## src/rtl/dmem_arb_pkg.sv

```systemverilog
// Shared definitions for the data-memory arbiter: FSM state encoding and owner IDs.
package dmem_arb_pkg;

  typedef logic [1:0] state_t;

  localparam state_t ST_IDLE = 2'd0;
  localparam state_t ST_REQ  = 2'd1;
  localparam state_t ST_RESP = 2'd2;

  localparam logic OWN_CORE = 1'b0;
  localparam logic OWN_DBG  = 1'b1;

endpackage

```

## src/rtl/DFF_RST.sv

```systemverilog
// Register primitive with asynchronous active-high reset to a parameterised value.
module DFF_RST #(
  parameter int            W       = 1,
  parameter logic [W-1:0]  RST_VAL = '0
) (
  input  logic         clk,
  input  logic         rst,
  input  logic [W-1:0] d,
  output logic [W-1:0] q
);

  always_ff @(posedge clk or posedge rst) begin
    if (rst) q <= RST_VAL;
    else     q <= d;
  end

endmodule

```

## src/rtl/dmem_arb_pick.sv

```systemverilog
// Combinational 2-way picker: fixed priority to the core, or round-robin on ties.
module arb_pick2
  import dmem_arb_pkg::*;
(
  input  logic [1:0] req,
  input  logic       last_owner,
  input  logic       rr,
  output logic       winner
);

  always_comb begin
    winner = OWN_CORE;
    if (req == 2'b10)
      winner = OWN_DBG;
    else if (req == 2'b11 && rr)
      winner = ~last_owner;
  end

endmodule

```

## src/rtl/dmem_arb.sv

```systemverilog
// Two-requester arbiter/sequencer for the single data-memory port, one access in flight.
module dmem_arb
  import dmem_arb_pkg::*;
#(
  parameter int AW = 32,
  parameter bit RR = 1'b1
) (
  input  logic          clk_sys,
  input  logic          rst_sys,
  input  logic          m0_req,
  input  logic          m0_we,
  input  logic [AW-1:0] m0_addr,
  input  logic [31:0]   m0_wdata,
  output logic          m0_gnt,
  output logic          m0_rvalid,
  output logic [31:0]   m0_rdata,
  input  logic          m1_req,
  input  logic          m1_we,
  input  logic [AW-1:0] m1_addr,
  input  logic [31:0]   m1_wdata,
  output logic          m1_gnt,
  output logic          m1_rvalid,
  output logic [31:0]   m1_rdata,
  output logic          mem_req,
  output logic          mem_we,
  output logic [AW-1:0] mem_addr,
  output logic [31:0]   mem_wdata,
  input  logic          mem_gnt,
  input  logic          mem_rvalid,
  input  logic [31:0]   mem_rdata,
  output logic          o_busy
);

  // Handshake: mN_req is held by the requester until its one-cycle mN_gnt; mN_rvalid
  // is a one-cycle pulse carrying mN_rdata; mem_req stays high until mem_gnt.
  state_t        state_d, state_q;
  logic          owner_d, owner_q;
  logic          last_owner_d, last_owner_q;
  logic          we_d, we_q;
  logic [AW-1:0] addr_d, addr_q;
  logic [31:0]   wdata_d, wdata_q;
  logic          winner;

  arb_pick2 u_pick (
    .req        ({m1_req, m0_req}),
    .last_owner (last_owner_q),
    .rr         (RR),
    .winner     (winner)
  );

  DFF_RST #(.W(2), .RST_VAL(ST_IDLE)) u_state_q (
    .clk(clk_sys), .rst(rst_sys), .d(state_d), .q(state_q));
  DFF_RST #(.W(1), .RST_VAL(OWN_CORE)) u_owner_q (
    .clk(clk_sys), .rst(rst_sys), .d(owner_d), .q(owner_q));
  // last_owner resets to the debug master so the core wins the first tie.
  DFF_RST #(.W(1), .RST_VAL(OWN_DBG)) u_last_owner_q (
    .clk(clk_sys), .rst(rst_sys), .d(last_owner_d), .q(last_owner_q));
  DFF_RST #(.W(1)) u_we_q (
    .clk(clk_sys), .rst(rst_sys), .d(we_d), .q(we_q));
  DFF_RST #(.W(AW)) u_addr_q (
    .clk(clk_sys), .rst(rst_sys), .d(addr_d), .q(addr_q));
  DFF_RST #(.W(32)) u_wdata_q (
    .clk(clk_sys), .rst(rst_sys), .d(wdata_d), .q(wdata_q));

  always_comb begin
    state_d = state_q;
    case (state_q)
      ST_IDLE: if (m0_req || m1_req) state_d = ST_REQ;
      ST_REQ:  if (mem_gnt)          state_d = ST_RESP;
      ST_RESP: if (mem_rvalid)       state_d = ST_IDLE;
      default:                       state_d = ST_IDLE;
    endcase
  end

  // Payload is captured only at arbitration; later requester changes are ignored.
  always_comb begin
    owner_d      = owner_q;
    last_owner_d = last_owner_q;
    we_d         = we_q;
    addr_d       = addr_q;
    wdata_d      = wdata_q;
    if (state_q == ST_IDLE && (m0_req || m1_req)) begin
      owner_d = winner;
      we_d    = (winner == OWN_DBG) ? m1_we    : m0_we;
      addr_d  = (winner == OWN_DBG) ? m1_addr  : m0_addr;
      wdata_d = (winner == OWN_DBG) ? m1_wdata : m0_wdata;
    end
    if (state_q == ST_REQ && mem_gnt)
      last_owner_d = owner_q;
  end

  always_comb begin
    mem_req   = (state_q == ST_REQ);
    mem_we    = we_q;
    mem_addr  = addr_q;
    mem_wdata = wdata_q;
    o_busy    = (state_q != ST_IDLE);
    m0_gnt    = mem_req && mem_gnt && (owner_q == OWN_CORE);
    m1_gnt    = mem_req && mem_gnt && (owner_q == OWN_DBG);
    m0_rvalid = (state_q == ST_RESP) && mem_rvalid && (owner_q == OWN_CORE);
    m1_rvalid = (state_q == ST_RESP) && mem_rvalid && (owner_q == OWN_DBG);
    m0_rdata  = m0_rvalid ? mem_rdata : 32'd0;
    m1_rdata  = m1_rvalid ? mem_rdata : 32'd0;
  end

endmodule

```

## config.mk

```make
export PLATFORM = sky130hd
export DESIGN_NAME = dmem_arb
export DESIGN_NICKNAME = d
export VERILOG_FILES = /design/src/rtl/dmem_arb_pkg.sv /design/src/rtl/DFF_RST.sv /design/src/rtl/dmem_arb_pick.sv /design/src/rtl/dmem_arb.sv
export SDC_FILE = /design/constraint.sdc
export NUM_CORES = 1
export LEC_CHECK = 0
export BUFFER_PORTS_ARGS = -buffer_cell sky130_fd_sc_hd__buf_2
export CORE_AREA = 2 2 117 119
export DETAILED_ROUTE_END_ITERATION = 7
export DIE_AREA = 0 0 119 121
export PLACE_DENSITY = 0.69
export SLEW_MARGIN = 25
export SYNTH_ARGS = -nofsm -noshare
export SYNTH_HDL_FRONTEND = slang
export SYNTH_SLANG_ARGS = --single-unit
```

## constraint.sdc

```tcl
create_clock -name clk_sys -period 4.3 [get_ports clk_sys]
set_clock_uncertainty 0.15 [all_clocks]
set_input_delay 0.215 -clock clk_sys [delete_from_list [all_inputs] [get_ports clk_sys]]
set_output_delay 0.215 -clock clk_sys [all_outputs]
set_load 0.05 [all_outputs]
```

==> impl_results.md <==
- Initial antenna violation count: 2
- Clock tree buffer depth: 2
- Critical path class: reg2reg
- Leakage power total: ~3.2 nW
- Final wirelength: around 12,000 um
- Input/output buffers: 302
- Root Driver: clkbuf_16
- Multi-input logic area: between 2000 and 2500 sq um
- Average size of a mapped cell: between 10 and 15 sq um
- Worst hold path depth: 3
- Final hold vios: 0
- Clk Latency, worst-skew pair: 0.31 ns
- Hold Path End: u_addr_q.q[0]
- Total GRT Usage: roughly 16%
- Final hold slack: 0.101 ns
- Worst Max-Slew Pin Slew: between 0.9 and 1 ns
- Inst Count DP: 761
- Mux cell area share after synthesis: around two fifths
- Post-synth ARST share: 100%
- Final Critical Period: between 2 and 3 ns
- Die H: 121 um
- Fin util: about 45%
- Area of the core: about 13,000 sq um
- Number of setup violations in the final report: 0
- FF-to-FF Start: u_last_owner_q.q
- Mapped Cells: 300
- CTS Sinks: between 60 and 70
- Endpoint class of the critical path: register
- Synth Area in Compound Gates: 1.04%
- DRT antenna net count: 0
- Cell Rows: 42
- Final Slew Violations: 0
- Ys flop type: dfrtp_1
- Crit start category: register
- Area growth, synth to finish: 49.8%
- Final Power: around 4.6 mW
- Count leader, synth: mux2_2
- Final worst-path setup slack: roughly 1.7 ns
- H-tree depth: 3
- Number of CTS-inserted buffers: 9
- Adder-cell share of the synthesized area: 0%
- Worst path arrival time: about 2.7 ns
- Post-synthesis cell area: a little under 4000 sq um
- DRC: 0
- Reg2reg path depth: 4
- Crit Path Max Fanout: 45
- Fin area: ~6000 sq um
- Wire length per cell: 15.6 um
- Simple-gate share of the synthesized area: between 10% and 20%
- Flop2flop setup slack: roughly 1.7 ns
- Via density: 4.48
- CP required: 4.35 ns
- Worst reg2reg path endpoint: u_addr_q.q[28]
- DP HPWL: 9950 um
- Post-Synth XOR/XNOR Area: 0%
- Flops & latches, synth: 69
- Hold Crit Start: m1_addr[0]
- VDD IR max: 0.399 mV
- IO Count: about 300
- Largest net degree at the start of global routing: between 40 and 50
- Starting density of the core: a little under a third
- Post-CTS sizing: 0
- Vias: 3,492
- Post-CTS Setup Bufs: 0
- Fillcell total: ~1.2k
- Fmax: roughly 380 MHz
- Finished Layout Cells: roughly 800
- Die W: 119 um
- Hold Path Class: in2reg
- Vias in the first global route: roughly 3.6k
- CTS tree: yes
- DP Worst Slack: about 1.7 ns
- Die ar.: between 10,000 and 15,000 sq um
- DRT Pass-1 Iters: 4
- Ys Warns: 0
- First DRT Iteration DRCs: between 50 and 60
- Post-synth top area share: between 40% and 50%
- Maxcap violations: 0
- Synthesized Nets: between 400 and 500
- Worst Setup SP: u_last_owner_q.q
- Final worst path period share: 60.6%
- GRT overflow: 0
- Sequential-to-total area share from yosys stat: between 40 and 50%
- Yosys cell types: 21
- Layout cells sized above 1: between 70% and 80%
- Synth cell count leaders: 91 x mux2_2, 68 x dfrtp_1, 64 x and2_1, 39 x mux2_4, 8 x buf_2
- Flip-flop and latch area: 1730 sq um
- Main combinational cell family by area after synthesis: multiplexers
- Clk slew on worst S/H paths: approximately 0.050 ns
- RSZ-0062 raised after global routing: false
- Layout Nets: between 700 and 800
- Synth top area cells: dfrtp_1 43%, mux2_2 26%, mux2_4 15%
- Yosys top cell by area: dfrtp_1
- Placed cell area: ~5600 sq um
- Status: finished, final reports clean
- First-pass GRT wire length: approximately 18,000 um
- Normalized max-slew margin: 37.4%
- Pwr/cell area: between 700 and 800 nW/um^2
- TNS Setup: 0 ns
- Routability-driven placement congestion ratio: 0.873
- Number of synthesized flops with an enable pin: 0
placed cells by master, fill, tap and decap left out, types with 2 or more instances in the layout:
cell type      Yosys  routed
o21ai_0            2       2
nor2_1             2       2
mux2_2            91      91
and2_1            64      64
clkbuf_8           0       2
clkbuf_16          0       9
dfrtp_1           68      68
inv_1              3       2
clkinv_2           0       2
diode_2            0       2
mux2_4            39      39
buf_2              8     302
dlygate4sd3_1      0       3
buf_4              0       2
where the power goes:
| group | internal (mW) | switching, mW | leakage (nW) |
|---|---|---|---|
| logic | 0.855 | 1.89 | 2.28 |
| registers | 0.992 | 0.172 | 0.807 |
| clock network | 0.413 | 0.251 | 0.134 |
| total | 2.26 | 2.31 | 3.23 |
sequential cells by signal, summed over array words and instances (netlist names):
name,count
u_state_q.q,2
u_owner_q.q,1
u_addr_q.q,32
u_we_q.q,1
u_wdata_q.q,32
u_last_owner_q.q,1
kinds of logic (layout without fill, tap and decap cells):
family | count (synthesis) | in the layout
muxes | 130 | 130
and+or+nand+nor | 72 | 72
DFF | 69 | 69
buffers and inverters | 23 | 325
AOI/OAI and AO/OA | 6 | 6
other | 0 | 2
how the worst max path moves through the flow:
stage	endpoint	cells after the start
4_1_cts	u_addr_q.q[28]	4
3_5_place_dp	u_addr_q.q[28]	4
5_1_grt	u_addr_q.q[28]	4
6_report	u_addr_q.q[28]	4
3_3_place_gp	u_addr_q.q[30]	4
2_1_floorplan	m0_gnt	3
area by class of cell:
class	count	share of cell area, %
diodes	2	0.0843
clock buffers	12	4.32
clock inverters	2	0.169
inverters	3	0.190
multi-input cells	208	35.9
flip-flops and latches	69	29.1
well taps	176	3.71
repair buffers	308	26.6
worst max-delay path, stage by stage, from the launching register on:
cell and delay, ns:
dfstp_2 0.54, a21bo_4 0.66, buf_4 0.49, mux2_2 0.38, mux2_2 0.25
per-layer routing:
metal / wire length [um] / track usage (%)
met1: 4160 / 15.4
met2: 6950 / 32.6
met3: 889 / 4.65
met4: 191 / 5.80
met5: 0 / 0
what timing repair did:
action	4_1_cts	5_1_grt
hold buffers	3	0
endpoints found under the hold margin	34	0
endpoints found under the setup margin	0	0
No activity file was read; power rests on OpenSTA's default activity.
